--- src/rtl/alu_pkg.sv ---
// Shared definitions for the multi-cycle ALU: function codes and FSM states.
// Code width is fixed here; the top widens or narrows it to CTRL_WIDTH.
package alu_pkg;

  localparam int CODE_W = 4;

  localparam logic [CODE_W-1:0] OP_NOP = 4'b0000;
  localparam logic [CODE_W-1:0] OP_MUL = 4'b0001;
  localparam logic [CODE_W-1:0] OP_DIV = 4'b0010;
  localparam logic [CODE_W-1:0] OP_ROR = 4'b1000;
  localparam logic [CODE_W-1:0] OP_ROL = 4'b1001;
  localparam logic [CODE_W-1:0] OP_SLL = 4'b1010;
  localparam logic [CODE_W-1:0] OP_SLR = 4'b1011;
  localparam logic [CODE_W-1:0] OP_OR  = 4'b1100;
  localparam logic [CODE_W-1:0] OP_AND = 4'b1101;
  localparam logic [CODE_W-1:0] OP_SUB = 4'b1110;
  localparam logic [CODE_W-1:0] OP_ADD = 4'b1111;

  typedef enum logic [1:0] {
    S_IDLE,
    S_MUL_RUN,
    S_DIV_RUN,
    S_DONE
  } state_t;

endpackage

--- src/rtl/alu_muldiv_iter.sv ---
// Iterative unsigned multiply (shift-add) / divide (restoring), one bit per clock.
// o_hi/o_lo expose the post-step value so the caller can capture the final step.
module alu_muldiv_iter #(
  parameter int W  = 16,
  parameter int CW = 5
) (
  input  logic         clk,
  input  logic         rst_n,
  input  logic         i_load,
  input  logic         i_div,
  input  logic         i_step,
  input  logic [W-1:0] i_a,
  input  logic [W-1:0] i_b,
  output logic         o_last,
  output logic [W-1:0] o_hi,
  output logic [W-1:0] o_lo
);

  logic          r_div;
  logic [W-1:0]  r_m;
  logic [W-1:0]  r_hi;
  logic [W-1:0]  r_lo;
  logic [CW-1:0] r_cnt;

  logic [W:0]    w_sum;
  logic [W:0]    w_sh;
  logic [W:0]    w_dif;
  logic [W-1:0]  w_hi;
  logic [W-1:0]  w_lo;

  assign w_sum = {1'b0, r_hi} + (r_lo[0] ? {1'b0, r_m} : '0);
  assign w_sh  = {r_hi, r_lo[W-1]};
  assign w_dif = w_sh - {1'b0, r_m};

  always_comb begin
    w_hi = w_sum[W:1];
    w_lo = {w_sum[0], r_lo[W-1:1]};
    if (r_div) begin
      // Top bit of the difference set means the trial subtract underflowed
      if (!w_dif[W]) begin
        w_hi = w_dif[W-1:0];
        w_lo = {r_lo[W-2:0], 1'b1};
      end else begin
        w_hi = w_sh[W-1:0];
        w_lo = {r_lo[W-2:0], 1'b0};
      end
    end
  end

  always_ff @(posedge clk or negedge rst_n) begin
    if (!rst_n) begin
      r_div <= 1'b0;
      r_m   <= '0;
      r_hi  <= '0;
      r_lo  <= '0;
      r_cnt <= '0;
    end else if (i_load) begin
      r_div <= i_div;
      r_m   <= i_b;
      r_hi  <= '0;
      r_lo  <= i_a;
      r_cnt <= CW'(W);
    end else if (i_step) begin
      r_hi  <= w_hi;
      r_lo  <= w_lo;
      r_cnt <= r_cnt - CW'(1);
    end
  end

  assign o_last = (r_cnt == CW'(1));
  assign o_hi   = w_hi;
  assign o_lo   = w_lo;

endmodule

--- src/rtl/alu_mc.sv ---
// Multi-cycle ALU: single-cycle logic/arith/shift ops, iterative MUL/DIV,
// start/busy/done handshake with registered R/S/exception.
module alu_mc
  import alu_pkg::*;
#(
  parameter int DATA_WIDTH = 16,
  parameter int CTRL_WIDTH = 4
) (
  input  logic                  clk,
  input  logic                  rst_n,
  input  logic                  start,
  input  logic [DATA_WIDTH-1:0] A,
  input  logic [DATA_WIDTH-1:0] B,
  input  logic [CTRL_WIDTH-1:0] ALU_Ctrl,
  output logic                  busy,
  output logic                  done,
  output logic [DATA_WIDTH-1:0] R,
  output logic [DATA_WIDTH-1:0] S,
  output logic                  ALU_Exception
);

  localparam int W         = DATA_WIDTH;
  localparam int CNT_WIDTH = $clog2(DATA_WIDTH + 1);
  localparam logic [W-1:0] LP_W = W'(W);

  state_t       r_state;
  logic         r_busy;
  logic         r_done;
  logic [W-1:0] r_R;
  logic [W-1:0] r_S;
  logic         r_exc;

  logic         w_accept;
  logic         w_is_mul;
  logic         w_is_div;
  logic         w_b_zero;
  logic         w_load;
  logic         w_step;
  logic         w_last;
  logic [W-1:0] w_hi;
  logic [W-1:0] w_lo;

  logic [W-1:0] w_sum;
  logic [W-1:0] w_dif;
  logic [W-1:0] w_rm;
  logic         w_big;
  logic [W-1:0] w_r;
  logic [W-1:0] w_s;
  logic         w_x;

  assign w_accept = start &&
                    (r_state == S_IDLE || r_state == S_DONE);
  assign w_is_mul = (ALU_Ctrl == CTRL_WIDTH'(OP_MUL));
  assign w_is_div = (ALU_Ctrl == CTRL_WIDTH'(OP_DIV));
  assign w_b_zero = (B == '0);
  assign w_load   = w_accept &&
                    (w_is_mul || (w_is_div && !w_b_zero));
  assign w_step   = (r_state == S_MUL_RUN) ||
                    (r_state == S_DIV_RUN);

  alu_muldiv_iter #(
    .W  (W),
    .CW (CNT_WIDTH)
  ) u_iter (
    .clk    (clk),
    .rst_n  (rst_n),
    .i_load (w_load),
    .i_div  (w_is_div),
    .i_step (w_step),
    .i_a    (A),
    .i_b    (B),
    .o_last (w_last),
    .o_hi   (w_hi),
    .o_lo   (w_lo)
  );

  assign w_sum = A + B;
  assign w_dif = A - B;
  assign w_rm  = B % LP_W;
  assign w_big = (B >= LP_W);

  always_comb begin
    w_r = '0;
    w_s = '0;
    w_x = 1'b0;
    unique case (1'b1)
      (ALU_Ctrl == CTRL_WIDTH'(OP_ADD)): begin
        w_r = w_sum;
        w_x = (A[W-1] == B[W-1]) &&
              (w_sum[W-1] != A[W-1]);
      end
      (ALU_Ctrl == CTRL_WIDTH'(OP_SUB)): begin
        w_r = w_dif;
        w_x = (A[W-1] != B[W-1]) &&
              (w_dif[W-1] != A[W-1]);
      end
      (ALU_Ctrl == CTRL_WIDTH'(OP_AND)): w_r = A & B;
      (ALU_Ctrl == CTRL_WIDTH'(OP_OR)):  w_r = A | B;
      (ALU_Ctrl == CTRL_WIDTH'(OP_SLL)): w_r = w_big ? '0 : A << B;
      (ALU_Ctrl == CTRL_WIDTH'(OP_SLR)): w_r = w_big ? '0 : A >> B;
      (ALU_Ctrl == CTRL_WIDTH'(OP_ROL)):
        w_r = (A << w_rm) | (A >> (LP_W - w_rm));
      (ALU_Ctrl == CTRL_WIDTH'(OP_ROR)):
        w_r = (A >> w_rm) | (A << (LP_W - w_rm));
      // Only reached on the single-cycle path when B is zero
      w_is_div: begin
        w_r = '1;
        w_s = A;
        w_x = 1'b1;
      end
      w_is_mul: w_r = '0;
      (ALU_Ctrl == CTRL_WIDTH'(OP_NOP)): w_r = '0;
      default: w_x = 1'b1;
    endcase
  end

  always_ff @(posedge clk or negedge rst_n) begin
    if (!rst_n) begin
      r_state <= S_IDLE;
      r_busy  <= 1'b0;
      r_done  <= 1'b0;
      r_R     <= '0;
      r_S     <= '0;
      r_exc   <= 1'b0;
    end else begin
      unique case (r_state)
        S_IDLE, S_DONE: begin
          if (start) begin
            if (w_is_mul) begin
              r_state <= S_MUL_RUN;
              r_busy  <= 1'b1;
              r_done  <= 1'b0;
            end else if (w_is_div && !w_b_zero) begin
              r_state <= S_DIV_RUN;
              r_busy  <= 1'b1;
              r_done  <= 1'b0;
            end else begin
              r_state <= S_DONE;
              r_done  <= 1'b1;
              r_R     <= w_r;
              r_S     <= w_s;
              r_exc   <= w_x;
            end
          end else begin
            r_state <= S_IDLE;
            r_done  <= 1'b0;
          end
        end
        S_MUL_RUN, S_DIV_RUN: begin
          if (w_last) begin
            r_state <= S_DONE;
            r_busy  <= 1'b0;
            r_done  <= 1'b1;
            r_R     <= w_lo;
            r_S     <= w_hi;
            r_exc   <= 1'b0;
          end
        end
        default: r_state <= S_IDLE;
      endcase
    end
  end

  assign busy          = r_busy;
  assign done          = r_done;
  assign R             = r_R;
  assign S             = r_S;
  assign ALU_Exception = r_exc;

endmodule

--- config.mk ---
export PLATFORM = sky130hd
export DESIGN_NAME = alu_mc
export DESIGN_NICKNAME = d
export VERILOG_FILES = /design/src/rtl/alu_pkg.sv /design/src/rtl/alu_muldiv_iter.sv /design/src/rtl/alu_mc.sv
export SDC_FILE = /design/constraint.sdc
export NUM_CORES = 1
export LEC_CHECK = 0
export ABC_CLOCK_PERIOD_IN_PS = 4500
export BUFFER_PORTS_ARGS = -buffer_cell sky130_fd_sc_hd__buf_2
export CORE_MARGIN = 2
export CORE_UTILIZATION = 25
export CTS_BUF_LIST = sky130_fd_sc_hd__clkbuf_2 sky130_fd_sc_hd__clkbuf_4 sky130_fd_sc_hd__clkbuf_8
export CTS_CLUSTER_DIAMETER = 200
export DETAILED_ROUTE_END_ITERATION = 10
export PLACE_DENSITY = 0.39
export SLEW_MARGIN = 30
export SYNTH_ARGS = -nofsm -noshare
export SYNTH_HDL_FRONTEND = slang
export SYNTH_SLANG_ARGS = --single-unit
export TNS_END_PERCENT = 30
--- constraint.sdc ---
create_clock -name clk -period 4.5 [get_ports clk]
set_input_delay 0.9 -clock clk [delete_from_list [all_inputs] [get_ports clk]]
set_output_delay 0.9 -clock clk [all_outputs]
set_load 0.02 [all_outputs]
==> flow_summary.yaml <==
status:
  status: "finished, final reports clean"
worst_setup_path:
  worstPathMaxFanout: 7
  crit_arrival_ps: 4080
  worstSetupPathType: "reg -> reg"
  critPathLaunchType: "flop"
  end_kind: "flop"
  cp-startpoint: "u_iter.r_lo[15]$_DFFE_PN0P_"
  critPathMaxStageDelay_ps: 680
  timing.rr.start: "u_iter.r_lo[15]$_DFFE_PN0P_"
  crit_end: "S[13]$_DFFE_PN0P_"
  path_depth: 12
  critPathSlowestCell: "o311ai_0"
  crit_buf_inv: 2
  cp.required_ps: 4760
  crit_chain: "inv_1 -> ha_1 -> inv_1 -> fa_1 -> a211oi_1 -> o21ai_1 -> o21a_1 -> o41a_1 -> o21ai_1 -> a21boi_0 -> o311ai_0 -> a21oi_1"
  reg2reg_slack_ps: 670
  rr_endpoint: "S[13]$_DFFE_PN0P_"
  worst-r2r-cell-count: 12
  critPathTopFamily: "compound AO/OA/AOI/OAI gates"
global_routing:
  grt_max_degree: 42
  grt_remaining_overflow: 0
  grt_antenna_before_repair: 1
  grt_pass1_vias: 11200
  grt_pass1_wl_microns: 76600
  globalRouteTotalUtil_pct: 21.9
detailed_routing:
  drcViolationCount: 0
  drt-total-wl_microns: 51700
  wl_per_cell_microns: 24.9
  drtAntennaViolNets: 0
  first_pass_iters: 5
  first_iter_violations: 1196
  vias: 11600
  via_per_inst: 5.59
cts:
  clock_sinks: 91
  postCtsSetupBuffers: 0
  clkTransAtPathRegs_ps: 100
  cts.repair.resized: 0
  h-tree-depth: 3
  hold_buffers: 0
  cts_max_path_buffers: 2
  cts_tree: "done"
  ctsRootBufferMaster: "clkbuf_8"
  numCtsBuffers: 9
  clk_latency_ps: 430
logic_synthesis:
  yosysSeqAreaShare_pct: 20.3
  synth_area_leader_cell: "dfrtp_1"
  synth_top_area_share_pct: 20.3
  synth_most_common_cell: "nand2_1"
  synth-edff-count: 0
  yosysWarnings: 0
  syn_nets: 1566
  synth.top_cells.by_count: "nand2_1, o21ai_0, nor2_1"
  netlist_area_sq_um: 11200
  synth_area_leaders: "dfrtp_1, ha_1, mux4_2, nand2_1, o21ai_0"
  ys_ff_latch: 91
  syn-instance-count: 1440
  ys.flop_type: "dfrtp_1"
  synth_cell_types: 81
  async_flop_share_pct: 100
  avgSynthCellArea_sq_um: 7.77
power:
  ir_worst_vdd_v: 0.000252
  switchingPower_mw: 4.04
  power_frac_comb_pct: 70.3
  p_int_mw: 3.44
  p_sw_share_pct: 54.0
  power_density_nw_per_um2: 594
  clkPwrFrac_pct: 7.3
  seq_power_share_pct: 22.4
  p_leak_nw: 5.36
placement:
  portBuffers: 73
  dp_cells: 2064
  gp_congestion: 0.947
  hpwl_microns: 40000
final_layout:
  fin_cells: 2080
  final_nets: 1609
  drive_above_1_share_pct: 16.6
  final_util_pct: 28.5
  area_delta_synth_final_pct: 12.6
sta:
  worst_pin_slew_ps: 923
  rsz0062_at_grt: "no"
  fin_skew_ps: 29.2
  slew_viol_final: 0
  period_share_pct: 85.0
  setup_viol: 0
  period_needed_ps: 3830
  hold_violations: 0
  whs_ps: 448
  slew_headroom_pct: 37.8
  fin_tns_setup_ps: 0
  max_freq_mhz: 261
die:
  start_util_pct: 25.3
  die-area_sq_um: 46500
  num_rows: 77
  fp.dieW_microns: 216
  core_sq_um: 44200
  die_y_microns: 216
  ios: 74
hold_path:
  hp-class: "in -> async"
flow_run:
  maxCapViolations: 0
## through the flow
stage	power, mW	worst slack, ps	instance area [sq um]
after floorplan	5.19	358	11200
after global placement	6.93	337	12400
after detailed placement	6.91	347	12400
after CTS	7.49	656	12600
after global routing	8.15	322	12600
final	7.48	674	12600
## worst min-delay path by stage
stage	start	to	slack (ps)
after detailed placement	busy$_DFFE_PN0P_	busy$_DFFE_PN0P_	490
after global placement	busy$_DFFE_PN0P_	busy$_DFFE_PN0P_	490
after global routing	rst_n	u_iter.r_hi[15]$_DFFE_PN0P_	500
final	rst_n	u_iter.r_hi[15]$_DFFE_PN0P_	450
after floorplan	u_iter.r_m[10]$_DFFE_PN0P_	u_iter.r_m[10]$_DFFE_PN0P_	460
after CTS	rst_n	u_iter.r_hi[15]$_DFFE_PN0P_	480
## final cells by class
cell class | instances | area, sq um
fillers | 4830 | 31600
multi-input cells | 1174 | 8290
flip-flops and latches | 91 | 2280
repair buffers | 136 | 866
well taps | 592 | 741
inverters | 71 | 267
clock buffers | 10 | 131
clock inverters | 4 | 27.5
diodes | 2 | 5.00
## cells by family (layout without fill, tap and decap cells)
group                    after synthesis  count (layout)  share of synthesized area [%]
adder cells (fa/ha/maj)               87              87                           10.0
other                                  0               2                              0
multiplexers                         115             115                           14.1
XOR/XNOR                              40              40                           3.13
buffers and inverters                175             221                           6.08
flip-flops                            91              91                           20.3
AO/OA/AOI/OAI                        461             461                           26.5
AND/OR/NAND/NOR                      471             471                           19.8
## placed cells by master, fill, tap and decap left out, types with 7 or more instances in the layout
master | synthesis | routed
and3_1 | 12 | 12
o21bai_1 | 9 | 9
a211oi_1 | 25 | 25
and2_1 | 19 | 19
a21o_1 | 19 | 19
o31ai_1 | 10 | 10
ha_1 | 83 | 83
dfrtp_1 | 91 | 91
o22ai_1 | 11 | 11
nor3_1 | 44 | 44
nand3_1 | 44 | 44
xnor2_1 | 28 | 26
a221oi_1 | 7 | 7
a31oi_1 | 32 | 32
a21oi_1 | 107 | 107
nand4_1 | 10 | 10
buf_2 | 13 | 72
nor2_1 | 113 | 113
clkbuf_8 | 0 | 9
or3_1 | 11 | 11
mux4_2 | 30 | 30
o22a_1 | 8 | 8
nor2b_1 | 14 | 14
nand2b_1 | 10 | 10
inv_1 | 69 | 69
mux2i_1 | 47 | 47
o21a_1 | 15 | 15
xor2_1 | 12 | 10
o21ai_0 | 120 | 120
buf_4 | 0 | 62
nand2_1 | 160 | 160
mux2_2 | 38 | 38
nor4_1 | 9 | 9
o211ai_1 | 15 | 15
## metal layers
layer  wire length, microns  share of wire (%)  vias up  GRT usage [%]
met4                   1610                3.1        2           7.06
met3                   2910                5.6       75           2.55
met5                     13              0.025        -              0
met1                  23300                 45     5698           30.2
met2                  23800                 46      472           35.7
li1                       -                  -     5390              -
## power groups by stage
stage	Clock, mW	Combinational [mW]	Sequential (mW)
CTS	0.566	5.25	1.68
global route	0.594	5.84	1.72
global placement	0	5.23	1.70
floorplan	0	3.54	1.65
finish	0.550	5.26	1.68
detailed placement	0	5.21	1.70
## state kept, by name (all words and copies together), names as in the netlist
signal / flops
ALU_Exception: 1
R: 16
S: 16
busy: 1
done: 1
r_state: 2
u_iter.r_cnt: 5
u_iter.r_div: 1
u_iter.r_hi: 16
u_iter.r_lo: 16
u_iter.r_m: 16
(Power assumes the default switching activity.)
